## src/rtl/wfg_timer_multi_pkg.sv

```systemverilog
// Shared definitions for the multi-channel Wishbone timer: register map,
// CTRL bit layout and the bus-side state encoding.
package wfg_timer_multi_pkg;

  // Per-channel register offsets (channel c lives at c*0x10 + offset).
  localparam logic [7:0] OFF_CTRL       = 8'h00;
  localparam logic [7:0] OFF_PRESCALE   = 8'h04;
  localparam logic [7:0] OFF_COMPARE    = 8'h08;
  localparam logic [7:0] OFF_COUNT      = 8'h0C;

  // Global pending register, write-1-to-clear.
  localparam logic [7:0] OFF_IRQ_STATUS = 8'h80;

  // CTRL bit positions.
  localparam int CTRL_EN_BIT      = 0;
  localparam int CTRL_ONESHOT_BIT = 1;
  localparam int CTRL_IRQ_EN_BIT  = 2;
  localparam int CTRL_W           = 3;

  // CTRL register image; field order matches the bit positions above.
  typedef struct packed {
    logic irq_en;
    logic oneshot;
    logic en;
  } ctrl_t;

  // Wishbone slave handshake state.
  typedef enum logic {
    ST_IDLE = 1'b0,
    ST_ACK  = 1'b1
  } bus_state_t;

endpackage

```

## src/rtl/wfg_timer_channel.sv

```systemverilog
// One timer channel: prescaler, up-counter, compare register and a sticky
// pending flag. Register writes arrive as decoded single-cycle strobes.
module wfg_timer_channel
  import wfg_timer_multi_pkg::*;
#(
  parameter int CNT_WIDTH = 32,
  parameter int PSC_WIDTH = 16
) (
  input  logic                 clk,
  input  logic                 rst_n,
  input  logic                 ctrl_we,
  input  logic                 psc_we,
  input  logic                 cmp_we,
  input  logic                 cnt_we,
  input  logic                 w1c,
  input  logic [31:0]          wdata,
  output logic [CTRL_W-1:0]    ctrl,
  output logic [PSC_WIDTH-1:0] prescale,
  output logic [CNT_WIDTH-1:0] compare,
  output logic [CNT_WIDTH-1:0] count,
  output logic                 pending
);

  localparam logic [PSC_WIDTH-1:0] PSC_ONE = PSC_WIDTH'(1);
  localparam logic [CNT_WIDTH-1:0] CNT_ONE = CNT_WIDTH'(1);

  ctrl_t                ctrl_q;
  ctrl_t                ctrl_wr;
  logic [PSC_WIDTH-1:0] prescale_q;
  logic [PSC_WIDTH-1:0] psc_cnt_q;
  logic [CNT_WIDTH-1:0] compare_q;
  logic [CNT_WIDTH-1:0] count_q;
  logic                 pending_q;

  logic en_rise;   // CTRL write turning the channel on
  logic en_drop;   // CTRL write leaving the channel off
  logic tick;      // prescaler wrapped this cycle
  logic tick_eff;  // tick that is allowed to touch COUNT
  logic match;     // effective tick with COUNT == COMPARE

  assign ctrl_wr  = wdata[CTRL_W-1:0];
  assign en_rise  = ctrl_we & ctrl_wr.en & ~ctrl_q.en;
  assign en_drop  = ctrl_we & ~ctrl_wr.en;
  assign tick     = ctrl_q.en & (psc_cnt_q == prescale_q);
  // A COUNT write or a disabling CTRL write in the same cycle suppresses the tick.
  assign tick_eff = tick & ~en_drop & ~cnt_we;
  assign match    = tick_eff & (count_q == compare_q);

  // CTRL: bus write wins; a one-shot match drops en by itself.
  always_ff @(posedge clk or negedge rst_n) begin
    if (!rst_n) begin
      ctrl_q <= '0;
    end else if (ctrl_we) begin
      ctrl_q <= ctrl_wr;
    end else if (match && ctrl_q.oneshot) begin
      ctrl_q.en <= 1'b0;
    end
  end

  // PRESCALE and COMPARE are plain bus-written registers.
  always_ff @(posedge clk or negedge rst_n) begin
    if (!rst_n) begin
      prescale_q <= '0;
      compare_q  <= '0;
    end else begin
      if (psc_we) prescale_q <= wdata[PSC_WIDTH-1:0];
      if (cmp_we) compare_q  <= wdata[CNT_WIDTH-1:0];
    end
  end

  // Prescaler: counts 0..PRESCALE while enabled, restarted by register writes.
  always_ff @(posedge clk or negedge rst_n) begin
    if (!rst_n) begin
      psc_cnt_q <= '0;
    end else if (psc_we || cnt_we || en_rise) begin
      psc_cnt_q <= '0;
    end else if (ctrl_q.en && !en_drop) begin
      psc_cnt_q <= tick ? '0 : psc_cnt_q + PSC_ONE;
    end
  end

  // Counter: load from bus, clear on enable, advance or restart on tick.
  always_ff @(posedge clk or negedge rst_n) begin
    if (!rst_n) begin
      count_q <= '0;
    end else if (cnt_we) begin
      count_q <= wdata[CNT_WIDTH-1:0];
    end else if (en_rise) begin
      count_q <= '0;
    end else if (tick_eff) begin
      count_q <= match ? '0 : count_q + CNT_ONE;
    end
  end

  // Pending: a new match beats a simultaneous write-1-to-clear.
  always_ff @(posedge clk or negedge rst_n) begin
    if (!rst_n) begin
      pending_q <= 1'b0;
    end else if (match) begin
      pending_q <= 1'b1;
    end else if (w1c) begin
      pending_q <= 1'b0;
    end
  end

  assign ctrl     = ctrl_q;
  assign prescale = prescale_q;
  assign compare  = compare_q;
  assign count    = count_q;
  assign pending  = pending_q;

endmodule

```

## src/rtl/wfg_timer_multi.sv

```systemverilog
// Multi-channel Wishbone timer. Bus handshake: a request is stb & cyc seen
// while the slave is idle; wbs_ack_o is registered and high for exactly the
// following cycle, writes commit and read data is captured on that same edge,
// and a strobe held through ack is serviced again one cycle later.
module wfg_timer_multi
  import wfg_timer_multi_pkg::*;
#(
  parameter int NUM_CH    = 4,
  parameter int CNT_WIDTH = 32,
  parameter int PSC_WIDTH = 16
) (
  input  logic              clk,
  input  logic              rst_n,
  input  logic              wbs_stb_i,
  input  logic              wbs_cyc_i,
  input  logic              wbs_we_i,
  input  logic [31:0]       wbs_adr_i,
  input  logic [31:0]       wbs_dat_i,
  output logic              wbs_ack_o,
  output logic [31:0]       wbs_dat_o,
  output logic [NUM_CH-1:0] irq_o,
  output logic              interrupt_o
);

  bus_state_t           state_q;
  bus_state_t           state_d;
  logic [5:0]           word;
  logic                 req;
  logic                 wr_en;
  logic                 irq_status_hit;
  logic [31:0]          rd_data;
  logic [31:0]          dat_q;
  logic [NUM_CH-1:0]    pending_vec;
  logic [NUM_CH-1:0]    irq_en_vec;
  logic [NUM_CH-1:0]    irq_q;
  logic [CTRL_W-1:0]    ctrl_a [NUM_CH];
  logic [PSC_WIDTH-1:0] psc_a  [NUM_CH];
  logic [CNT_WIDTH-1:0] cmp_a  [NUM_CH];
  logic [CNT_WIDTH-1:0] cnt_a  [NUM_CH];
  logic                 unused_adr_bits;

  // Only byte-address bits [7:2] select a register.
  assign word            = wbs_adr_i[7:2];
  assign unused_adr_bits = ^{wbs_adr_i[31:8], wbs_adr_i[1:0]};

  assign req            = wbs_stb_i & wbs_cyc_i & (state_q == ST_IDLE);
  assign wr_en          = req & wbs_we_i;
  assign irq_status_hit = (word == OFF_IRQ_STATUS[7:2]);

  // Bus FSM state register.
  always_ff @(posedge clk or negedge rst_n) begin
    if (!rst_n) state_q <= ST_IDLE;
    else        state_q <= state_d;
  end

  // Bus FSM next state: one ack cycle per accepted request.
  always_comb begin
    state_d = state_q;
    case (state_q)
      ST_IDLE: if (req) state_d = ST_ACK;
      ST_ACK:  state_d = ST_IDLE;
      default: state_d = ST_IDLE;
    endcase
  end

  assign wbs_ack_o = (state_q == ST_ACK);

  // Read mux: unmapped offsets and absent channels read as zero.
  always_comb begin
    rd_data = '0;
    if (irq_status_hit) rd_data = 32'(pending_vec);
    for (int c = 0; c < NUM_CH; c++) begin
      if (word[5:2] == 4'(c)) begin
        case (word[1:0])
          OFF_CTRL[3:2]:     rd_data = 32'(ctrl_a[c]);
          OFF_PRESCALE[3:2]: rd_data = 32'(psc_a[c]);
          OFF_COMPARE[3:2]:  rd_data = 32'(cmp_a[c]);
          OFF_COUNT[3:2]:    rd_data = 32'(cnt_a[c]);
          default:           rd_data = '0;
        endcase
      end
    end
  end

  // Read data is registered alongside ack and returns to zero afterwards.
  always_ff @(posedge clk or negedge rst_n) begin
    if (!rst_n) dat_q <= '0;
    else        dat_q <= (req && !wbs_we_i) ? rd_data : '0;
  end

  assign wbs_dat_o = dat_q;

  for (genvar c = 0; c < NUM_CH; c++) begin : g_ch
    logic ch_wr;
    assign ch_wr = wr_en & (word[5:2] == 4'(c));

    wfg_timer_channel #(
      .CNT_WIDTH (CNT_WIDTH),
      .PSC_WIDTH (PSC_WIDTH)
    ) u_ch (
      .clk      (clk),
      .rst_n    (rst_n),
      .ctrl_we  (ch_wr & (word[1:0] == OFF_CTRL[3:2])),
      .psc_we   (ch_wr & (word[1:0] == OFF_PRESCALE[3:2])),
      .cmp_we   (ch_wr & (word[1:0] == OFF_COMPARE[3:2])),
      .cnt_we   (ch_wr & (word[1:0] == OFF_COUNT[3:2])),
      .w1c      (wr_en & irq_status_hit & wbs_dat_i[c]),
      .wdata    (wbs_dat_i),
      .ctrl     (ctrl_a[c]),
      .prescale (psc_a[c]),
      .compare  (cmp_a[c]),
      .count    (cnt_a[c]),
      .pending  (pending_vec[c])
    );

    assign irq_en_vec[c] = ctrl_a[c][CTRL_IRQ_EN_BIT];
  end

  // Interrupt outputs are registered one cycle behind pending/irq_en.
  always_ff @(posedge clk or negedge rst_n) begin
    if (!rst_n) irq_q <= '0;
    else        irq_q <= pending_vec & irq_en_vec;
  end

  assign irq_o       = irq_q;
  assign interrupt_o = |irq_q;

endmodule
```

## config.mk

```make
export PLATFORM = sky130hd
export DESIGN_NAME = wfg_timer_multi
export DESIGN_NICKNAME = d
export VERILOG_FILES = /design/src/rtl/wfg_timer_multi_pkg.sv /design/src/rtl/wfg_timer_channel.sv /design/src/rtl/wfg_timer_multi.sv
export SDC_FILE = /design/constraint.sdc
export NUM_CORES = 1
export LEC_CHECK = 0
export CAP_MARGIN = 15
export CORE_MARGIN = 2
export CORE_UTILIZATION = 55
export CTS_BUF_LIST = sky130_fd_sc_hd__clkbuf_2 sky130_fd_sc_hd__clkbuf_4 sky130_fd_sc_hd__clkbuf_8
export CTS_CLUSTER_SIZE = 25
export DETAILED_ROUTE_END_ITERATION = 12
export PLACE_DENSITY_LB_ADDON = 0.08
export SETUP_SLACK_MARGIN = 0.15
export SYNTH_ARGS = -nofsm -noshare
export SYNTH_HDL_FRONTEND = slang
export SYNTH_SLANG_ARGS = --single-unit
```

## constraint.sdc

```tcl
create_clock -name clk -period 4 [get_ports clk]
set_input_delay 0.4 -clock clk [delete_from_list [all_inputs] [get_ports clk]]
set_output_delay 0.4 -clock clk [all_outputs]
set_load 0.01 [all_outputs]
```

== Yosys cells after proc, flatten, opt, wreduce, memory -nomap -nowiden ==
Cells that the tools add are included.

* Register bits: 437
* Latch bits: 0
* RAM bits: 0
* Bits in read-only memories: 0
* Output and inout port bits: 38
* Word-level logic and storage cells: 226
* Memories kept: 0

* Add/sub/neg operators: 8
* $mul: 0
* Divide/modulo/power cells: 0
* $lt $le $gt $ge: 0
* Equality and inequality tests: 15
* Shifts and indexed selects: 0
* Multiplexer cells: 56
* Bitwise operators: 71
* Reductions and logical operators: 41

{| class="wikitable"
|+ Operators with widths
! kind !! number
|-
| 32-bit 2-to-1 mux || 21
|-
| 32-bit one-hot mux with 4 select lines || 4
|-
| 16-bit 2-to-1 mux || 12
|-
| 32-bit by 1-bit adder with 32-bit output, second input constant || 4
|-
| 32-bit equality test || 4
|-
| 16-bit by 1-bit adder with 16-bit output, second input constant || 4
|-
| 16-bit equality test || 4
|-
| 1-bit AND || 56
|-
| 2-bit nonzero test || 12
|-
| 1-bit 2-to-1 mux || 17
|-
| 1-bit inverter || 14
|-
| 3-bit nonzero test || 4
|-
| 1-bit logical AND || 9
|-
| 4-bit by 2-bit equality test with 1-bit output, second input constant || 2
|-
| 1-bit logical OR || 8
|-
| 6-bit equality test, second input constant || 1
|-
| 1-bit zero test || 5
|-
| 4-bit AND || 1
|-
| 2-bit equality test, second input constant || 2
|-
| 4-bit by 1-bit equality test with 1-bit output, second input constant || 1
|-
| 4-bit zero test || 1
|-
| 4-bit 2-to-1 mux || 1
|-
| 4-bit OR reduction || 1
|-
| 2-bit by 1-bit equality test with 1-bit output, second input constant || 1
|-
| other kinds (2) || 2
|}

== Longest topological paths before layout ==
Gate-level depths: netlist of the first run.

* Word-level depth: 14
* Gate-level depth with buffers: 11
* Gate-level depth less buffers: 7

== Modules after synthesis ==
Synthesis of the first run repeated with hierarchy kept, for this count alone.

* Cells, all modules: 2715
* Area total of the unflattened synthesis: 27162.3 µm²

{| class="wikitable"
|+ Modules (own cells, without submodules)
! module !! times used !! cells each !! area each (µm²)
|-
| wfg_timer_channel || 4 || 576 || 5741.8
|-
| wfg_timer_multi || 1 || 411 || 4195.3
|}

== Worst setup path before layout of the first run ==
OpenSTA, ideal clock, no wires.

* Kind: in2reg
* Start: input wbs_adr_i[6]
* End: register g_ch[2].u_ch.prescale_q[10]
* Data arrival time: 2206 ps
* Required time: 3875 ps
* Path slack: 1669 ps
* Cell stages on the path: 6
* Buffers on the path: 3
* Cells stage by stage: buf_4 or4b_1 buf_2 nor3_2 buf_2 mux2_2

* Longest elaborated chain between the ends: 3

{| class="wikitable"
|+ RTL lines
! what !! line !! RTL
|-
| start, declared || wfg_timer_multi.sv:17 || <nowiki>input logic [31:0] wbs_adr_i,</nowiki>
|-
| 4-bit by 2-bit equality test with 1-bit output || wfg_timer_multi.sv:95 || <nowiki>assign ch_wr = wr_en & (word[5:2] == 4'(c));</nowiki>
|-
| 1-bit AND || wfg_timer_multi.sv:95 ||
|-
| 1-bit AND || wfg_timer_multi.sv:104 || <nowiki>.psc_we (ch_wr & (word[1:0] == OFF_PRESCALE[3:2])),</nowiki>
|-
| end signal, assigned || wfg_timer_channel.sv:66 || <nowiki>if (psc_we) prescale_q <= wdata[PSC_WIDTH-1:0];</nowiki>
|-
| end, declared || wfg_timer_channel.sv:29 || <nowiki>logic [PSC_WIDTH-1:0] prescale_q;</nowiki>
|}

No other way between the ends.
A chain may end at the register's enable or synchronous reset.

== Worst setup path in the final report of the first run ==
* Start: register g_ch[3].u_ch.prescale_q[15]
* End: register g_ch[3].u_ch.ctrl_q (netlist bit g_ch[3].u_ch.ctrl[0])

* Longest elaborated chain between the ends: 7

{| class="wikitable"
|+ RTL lines
! what !! line !! RTL
|-
| start, declared || wfg_timer_channel.sv:29 ||
|-
| start signal, assigned || wfg_timer_channel.sv:66 ||
|-
| 16-bit equality test || wfg_timer_channel.sv:44 || <nowiki>assign tick = ctrl_q.en & (psc_cnt_q == prescale_q);</nowiki>
|-
| 1-bit AND || wfg_timer_channel.sv:44 ||
|-
| 1-bit AND (2 in series) || wfg_timer_channel.sv:46 || <nowiki>assign tick_eff = tick & ~en_drop & ~cnt_we;</nowiki>
|-
| 1-bit AND || wfg_timer_channel.sv:47 || <nowiki>assign match = tick_eff & (count_q == compare_q);</nowiki>
|-
| 1-bit logical AND || wfg_timer_channel.sv:55 || <nowiki>end else if (match && ctrl_q.oneshot) begin</nowiki>
|-
| 2-bit nonzero test (no source line) || - ||
|-
| end signal, assigned || wfg_timer_channel.sv:54 || <nowiki>ctrl_q <= ctrl_wr;</nowiki>
|-
| end, declared || wfg_timer_channel.sv:27 || <nowiki>ctrl_t ctrl_q;</nowiki>
|}

No other way between the ends.

==> results.toml, run 1 <==
[detailed_routing]
maxUsedRoutingLayer = "met4"
avgViaCountPerCell = 6.736
wirelength_um = 90000
vias = 23120
routedWlPerCell_um = 26.21
drtIter0Drc = 2837
route.met3.wl_um = 8305
drc = 0
wl_met1_um = 38220
dr.pass1.iters = 7
wl_met2_um = 38610
ant_nets = 0

[yosys]
synthFlopType = "dfrtp_1"
synth_warnings = 0
synthesis.nets = 2822
yosysSeqAreaShare_pct = 41.35
syn_inst = 2745
syn-cell-area_um2 = 26450
synth-seq-cells = 437
synth.distinct_cells = 89
synth-edff-count = 0
syn_area_per_cell_um2 = 9.634
ys_async_sr_fraction_pct = 100.0

[floorplan]
fp.dieW_um = 223.3
start_util_pct = 55.51
pin_count = 107
core_um2 = 47650
dieArea_um2 = 49850
die_h_um = 223.3
rows = 80

[sta]
hold_ws_ps = 300.4
maxSlewViolCount = 0
setup_violations = 0
slew_headroom_pct = 15.55
period_needed_ps = 2929
worst_pin_slew_ps = 1263
finalHoldViolations = 0
fin_crit_sh_pct = 73.21
skew_ps = 35.70
tns_ps = 0
clock.fmax_mhz = 341.5
rsz0062_at_grt = "no"

[worst_hold_path]
hold_class = "in2reg"
worstHoldPathCells = 3

[worst_setup_path]
crit_arrival_ps = 3460
rrSetupSlack_ps = 1070
required_ps = 4530
setup.worst_path.start = "g_ch[3].u_ch.prescale[15]$_DFFE_PN0P_"
worst-path-max-fanout = 9
r2r_cells = 6
end_kind = "flop"
critical_path_class = "reg2reg"
crit_end = "g_ch[3].u_ch.ctrl[0]$_DFFE_PN0P_"
reg2reg_from = "g_ch[3].u_ch.prescale[15]$_DFFE_PN0P_"
critPathLaunchType = "flop"
worstReg2RegEnd = "g_ch[3].u_ch.ctrl[0]$_DFFE_PN0P_"

[run]
cap_violations = 0

[placed_design]
gp_congestion = 0.9670
placed_area_um2 = 27730
port_buffers = 80
place_hpwl_um = 62780

[global_route]
grt_pass1_wl_um = 136800
grt_pass1_vias = 21990
grt_max_degree = 108
track_usage_pct = 36.12
antenna_found_initial = 1
grt_remaining_overflow = 0

[power_and_ir_drop]
power_mw = 10.70
p_leak_nw = 12.17
powerDensity_nw_per_um2 = 363.9
vdd_drop_max_mv = 0.2059

[cts]
cts_setup_buffers = 0
cts_tree = "yes"
htreeDepth = 3
cts_root_buffer = "clkbuf_8"
clockBufferDepth = 3
clk_pin_slew_ps = 60
clk_latency_ps = 680
numCtsBuffers = 80
post_cts_resized = 0
ctsHoldBuffers = 1
cts_sinks = 437

[cells_and_area]
final_util_pct = 61.72
final_layout_size_suffix_gt1_share_pct = 19.52
finalNetCount = 2840
final_area_um2 = 29410
area_growth_pct = 11.20

[outcome]
status = "complete, no violations"
-- worst min-delay path by stage --
stage	from	end	slack, ps
after detailed placement	rst_n	g_ch[3].u_ch.compare[19]$_DFFE_PN0P_	440
after CTS	wbs_adr_i[3]	wbs_dat_o[27]$_DFF_PN0_	230
after global routing	wbs_adr_i[3]	wbs_dat_o[26]$_DFF_PN0_	270
after global placement	rst_n	g_ch[3].u_ch.count[26]$_DFFE_PN0P_	440
after floorplan	rst_n	g_ch[0].u_ch.compare[0]$_DFFE_PN0P_	100
final	wbs_adr_i[3]	wbs_dat_o[25]$_DFF_PN0_	300
-- kinds of logic after synthesis --
family | after synthesis | share of synthesized area [%]
buf+inv | 254 | 4.111
simple gates | 855 | 16.69
mux | 318 | 14.15
xor+xnor | 242 | 8.014
fa+ha+maj | 8 | 0.3785
flops | 437 | 41.35
compound gates | 631 | 15.31
-- synth_stat cells, types with 6 or more instances --
cell        n  area [um2]
a211oi_1   22       165.2
a21o_1     13       97.59
a21oi_1   213        1066
a221oi_1   14       122.6
a22o_1     21       183.9
a22oi_1    59       442.9
a31oi_1    11       68.82
a32o_1      6       60.06
a32oi_1    38       332.8
and2_1     22       137.6
and3_1     41       256.5
and4_1      8       70.07
buf_1       7       26.28
buf_2      63       315.3
buf_4      11       82.58
clkbuf_1  133       499.2
dfrtp_1   437       10940
ha_1        8       100.1
inv_1      34       127.6
mux2_2    264        2973
mux2i_1    34       340.3
mux4_2     18       405.4
nand2_1   205       769.5
nand2b_1   16       100.1
nand3_1   101       505.5
nand4_1    91       569.3
nor2_1    173       649.4
nor3_1     89       445.4
nor3_2     10       100.1
nor3b_1     6       45.04
nor4_1     31       193.9
o21a_1      7       52.55
o21ai_0   115       575.6
o21ai_1     6       30.03
o22ai_1    45       281.5
o31ai_1    10       75.07
or2_2      10       62.56
or3_1      16       100.1
xnor2_1   197        1725
xor2_1     45       394.1
-- through the flow --
stage               worst slack, ps  instances
finish                         1071       3433
global route                  844.4       3433
CTS                            1185       3432
detailed placement            588.1       3295
global placement              663.9       3295
floorplan                      1669       2745
-- power breakdown --
group / internal [mW] / switching (mW) / total (mW) / leakage [nW]
sequential: 4.62 / 0.299 / 4.92 / 5.86
clock: 2.56 / 1.95 / 4.51 / 0.879
combinational: 0.510 / 0.760 / 1.27 / 5.43
total: 7.69 / 3.01 / 10.7 / 12.2
-- worst max-delay path: stages, from the launching register on --
cell and delay, ps:
dfrtp_1 440, xnor2_1 180, nand4_1 230, nor3_1 570, nand3_1 650, nor3_1 600, o21ai_0 130
-- cell usage in the layout, fill, tap and decap left out, types with 11 or more instances in the layout --
cell	instances
a211oi_1	22
a21o_1	13
a21oi_1	213
a221oi_1	14
a22o_1	21
a22oi_1	59
a31oi_1	11
a32oi_1	38
and2_1	22
and3_1	41
buf_4	71
clkbuf_4	29
clkbuf_8	100
clkdlybuf4s50_1	77
dfrtp_1	437
inv_1	34
mux2_2	264
mux2i_1	34
mux4_2	18
nand2_1	205
nand2b_1	16
nand3_1	101
nand4_1	91
nor2_1	170
nor3_1	88
nor4_1	31
o21ai_0	114
o22ai_1	45
or3_1	16
xnor2_1	197
xor2_1	45
-- routing by layer --
metal | global-route usage [%] | vias up
met4 | 18.82 | 0
met3 | 6.427 | 261
li1 | - | 10120
met5 | 0 | -
met1 | 52.06 | 11470
met2 | 52.11 | 1280
-- final cells by class --
type,instances,area [um2]
diodes,1,2.502
repair buffers,156,1440
multi-input cells,2054,14470
flip-flops and latches,437,10940
fillers,4007,18240
well taps,615,769.5
clock buffers,129,1594
clock inverters,7,67.56
inverters,34,127.6
-- sequential cells by signal, summed over array words and instances (netlist names) --
name and flops:
g_ch.u_ch.compare 128, g_ch.u_ch.count 128, g_ch.u_ch.ctrl 12, g_ch.u_ch.pending 4, g_ch.u_ch.prescale 64, g_ch.u_ch.psc_cnt_q 64, irq_o 4, wbs_ack_o 1
wbs_dat_o 32
(Power assumes the default switching activity.)
==> run 2: changes to the inputs <==
==> constraint.sdc (replaced) <==
create_clock -name clk -period 2.95 [get_ports clk]
set_input_delay 0.295 -clock clk [delete_from_list [all_inputs] [get_ports clk]]
set_output_delay 0.295 -clock clk [all_outputs]
set_load 0.01 [all_outputs]
==> run 2 against run 1 <==
  * Worst setup slack worse by 760 ps
  * First-iteration DRC count up 10%
  * Sequential share of layout area down 1.1 points
  * Critical endpoint unchanged
  * Total power up 38%
==> results.toml, run 2 (synthesis gave the netlist of run 1 again) <==
[detailed_routing]
vias = 23290
wirelength_um = 92960
routedWlPerCell_um = 26.41
ant_nets = 0
dr.pass1.iters = 6
avgViaCountPerCell = 6.616
drc = 0
drtIter0Drc = 3126

[placed_design]
place_hpwl_um = 66400
port_buffers = 80
placed_area_um2 = 28530
gp_congestion = 0.9735

[sta]
skew_ps = 24.92
clock.fmax_mhz = 379.4
finalHoldViolations = 0
rsz0062_at_grt = "no"
period_needed_ps = 2636
slew_headroom_pct = 24.87
maxSlewViolCount = 0
worst_pin_slew_ps = 1123
setup_violations = 0
fin_crit_sh_pct = 89.34

[worst_setup_path]
r2r_cells = 9
end_kind = "flop"
crit_end = "g_ch[3].u_ch.ctrl[0]$_DFFE_PN0P_"
reg2reg_from = "g_ch[3].u_ch.count[6]$_DFFE_PN0P_"
worstReg2RegEnd = "g_ch[3].u_ch.ctrl[0]$_DFFE_PN0P_"
worst-path-max-fanout = 19
setup.worst_path.start = "g_ch[3].u_ch.count[6]$_DFFE_PN0P_"
crit_arrival_ps = 3180
required_ps = 3490
critPathLaunchType = "flop"
critical_path_class = "reg2reg"
rrSetupSlack_ps = 310

[cts]
htreeDepth = 3
cts_root_buffer = "clkbuf_8"
cts_tree = "yes"
cts_sinks = 437
clk_pin_slew_ps = 60
clk_latency_ps = 680
clockBufferDepth = 3
post_cts_resized = 0
numCtsBuffers = 79

[cells_and_area]
layout_common_cells = "dfrtp_1, mux2_2, a21oi_1, nand2_1, xnor2_1"
final_layout_size_suffix_gt1_share_pct = 21.96
finalNetCount = 2925
antenna_cells = 0
final_common_cell = "dfrtp_1"
area_growth_pct = 14.56
final_area_um2 = 30300

[global_route]
grt_pass1_vias = 22520
grt_pass1_wl_um = 140200
grt_max_degree = 82
track_usage_pct = 37.21
grt_remaining_overflow = 0
antenna_found_initial = 0

[floorplan]
start_util_pct = 55.51
rows = 80
die_h_um = 223.3
fp.dieW_um = 223.3
core_um2 = 47650
dieArea_um2 = 49850
pin_count = 107

[power_and_ir_drop]
vdd_drop_max_mv = 0.3903
powerDensity_nw_per_um2 = 488.1
power_mw = 14.79
p_leak_nw = 12.67

[run]
cap_violations = 0

[worst_hold_path]
hold_class = "in2async"

[outcome]
status = "complete, no violations"
==> run 2: critical path, cell delays in order, from the launching register on <==
cell,delay (ps)
dfrtp_1,430
xnor2_1,450
nand4_1,230
nor4_1,340
buf_4,220
nand2_1,80
buf_4,220
nor3_1,270
buf_4,170
o21ai_0,80
==> run 2: metrics by stage <==
step / util [%] / cells / TNS (ps) / hold WS, ps / setup WS [ps]
2_1_floorplan: - / 2745 / 0 / -0.5911 / 724.1
3_5_place_dp: 59.89 / 3380 / -266.3 / 387.1 / -97.02
3_3_place_gp: 59.89 / 3380 / -125.8 / 371.5 / -63.82
5_1_grt: 63.59 / 3520 / 0 / 291.8 / 187.9
6_report: 63.59 / 3520 / 0 / 239.6 / 314.4
4_1_cts: 63.56 / 3519 / 0 / 265.2 / 339.5
==> run 2: layer usage <==
metal  vias to the layer above  part of all wire [%]  GRT usage [%]
met5                         -                     0              0
met4                         0                   4.8          16.32
met3                       233                   9.1          8.455
met2                      1138                    43          53.83
met1                     11610                    43          53.53
li1                      10310                     -              -
==> run 2: area by class of cell <==
type | count | area, um2
clock buffers | 125 | 1614
clock inverters | 13 | 122.6
inverters | 34 | 127.6
flip-flops and latches | 437 | 10940
well taps | 615 | 769.5
repair buffers | 242 | 2256
fillers | 3997 | 17350
multi-input cells | 2054 | 14470
==> run 2: how the worst min path moves through the flow <==
| stage | end | slack, ps | cells after the start |
|---|---|---|---|
| finish | g_ch[3].u_ch.count[21]$_DFFE_PN0P_ | 240 | 2 |
| detailed placement | g_ch[3].u_ch.count[21]$_DFFE_PN0P_ | 390 | 1 |
| floorplan | g_ch[0].u_ch.compare[0]$_DFFE_PN0P_ | -0.6 | 0 |
| CTS | g_ch[3].u_ch.count[6]$_DFFE_PN0P_ | 270 | 2 |
| global route | g_ch[3].u_ch.count[21]$_DFFE_PN0P_ | 290 | 2 |
| global placement | g_ch[3].u_ch.count[24]$_DFFE_PN0P_ | 370 | 1 |
==> run 2: where the power goes <==
group / switching (mW) / internal [mW] / leakage [nW] / total (mW)
clock network: 2.69 / 3.63 / 0.915 / 6.32
logic: 1.07 / 0.751 / 5.89 / 1.82
registers: 0.389 / 6.26 / 5.86 / 6.65
total: 4.14 / 10.6 / 12.7 / 14.8
==> run 2: repair_timing <==
item | in CTS | in global routing
hold endpoints to repair | 67 | 0
buffers inserted | 0 | 0
endpoints found under the setup margin | 0 | 0
hold buffers | 1 | 0
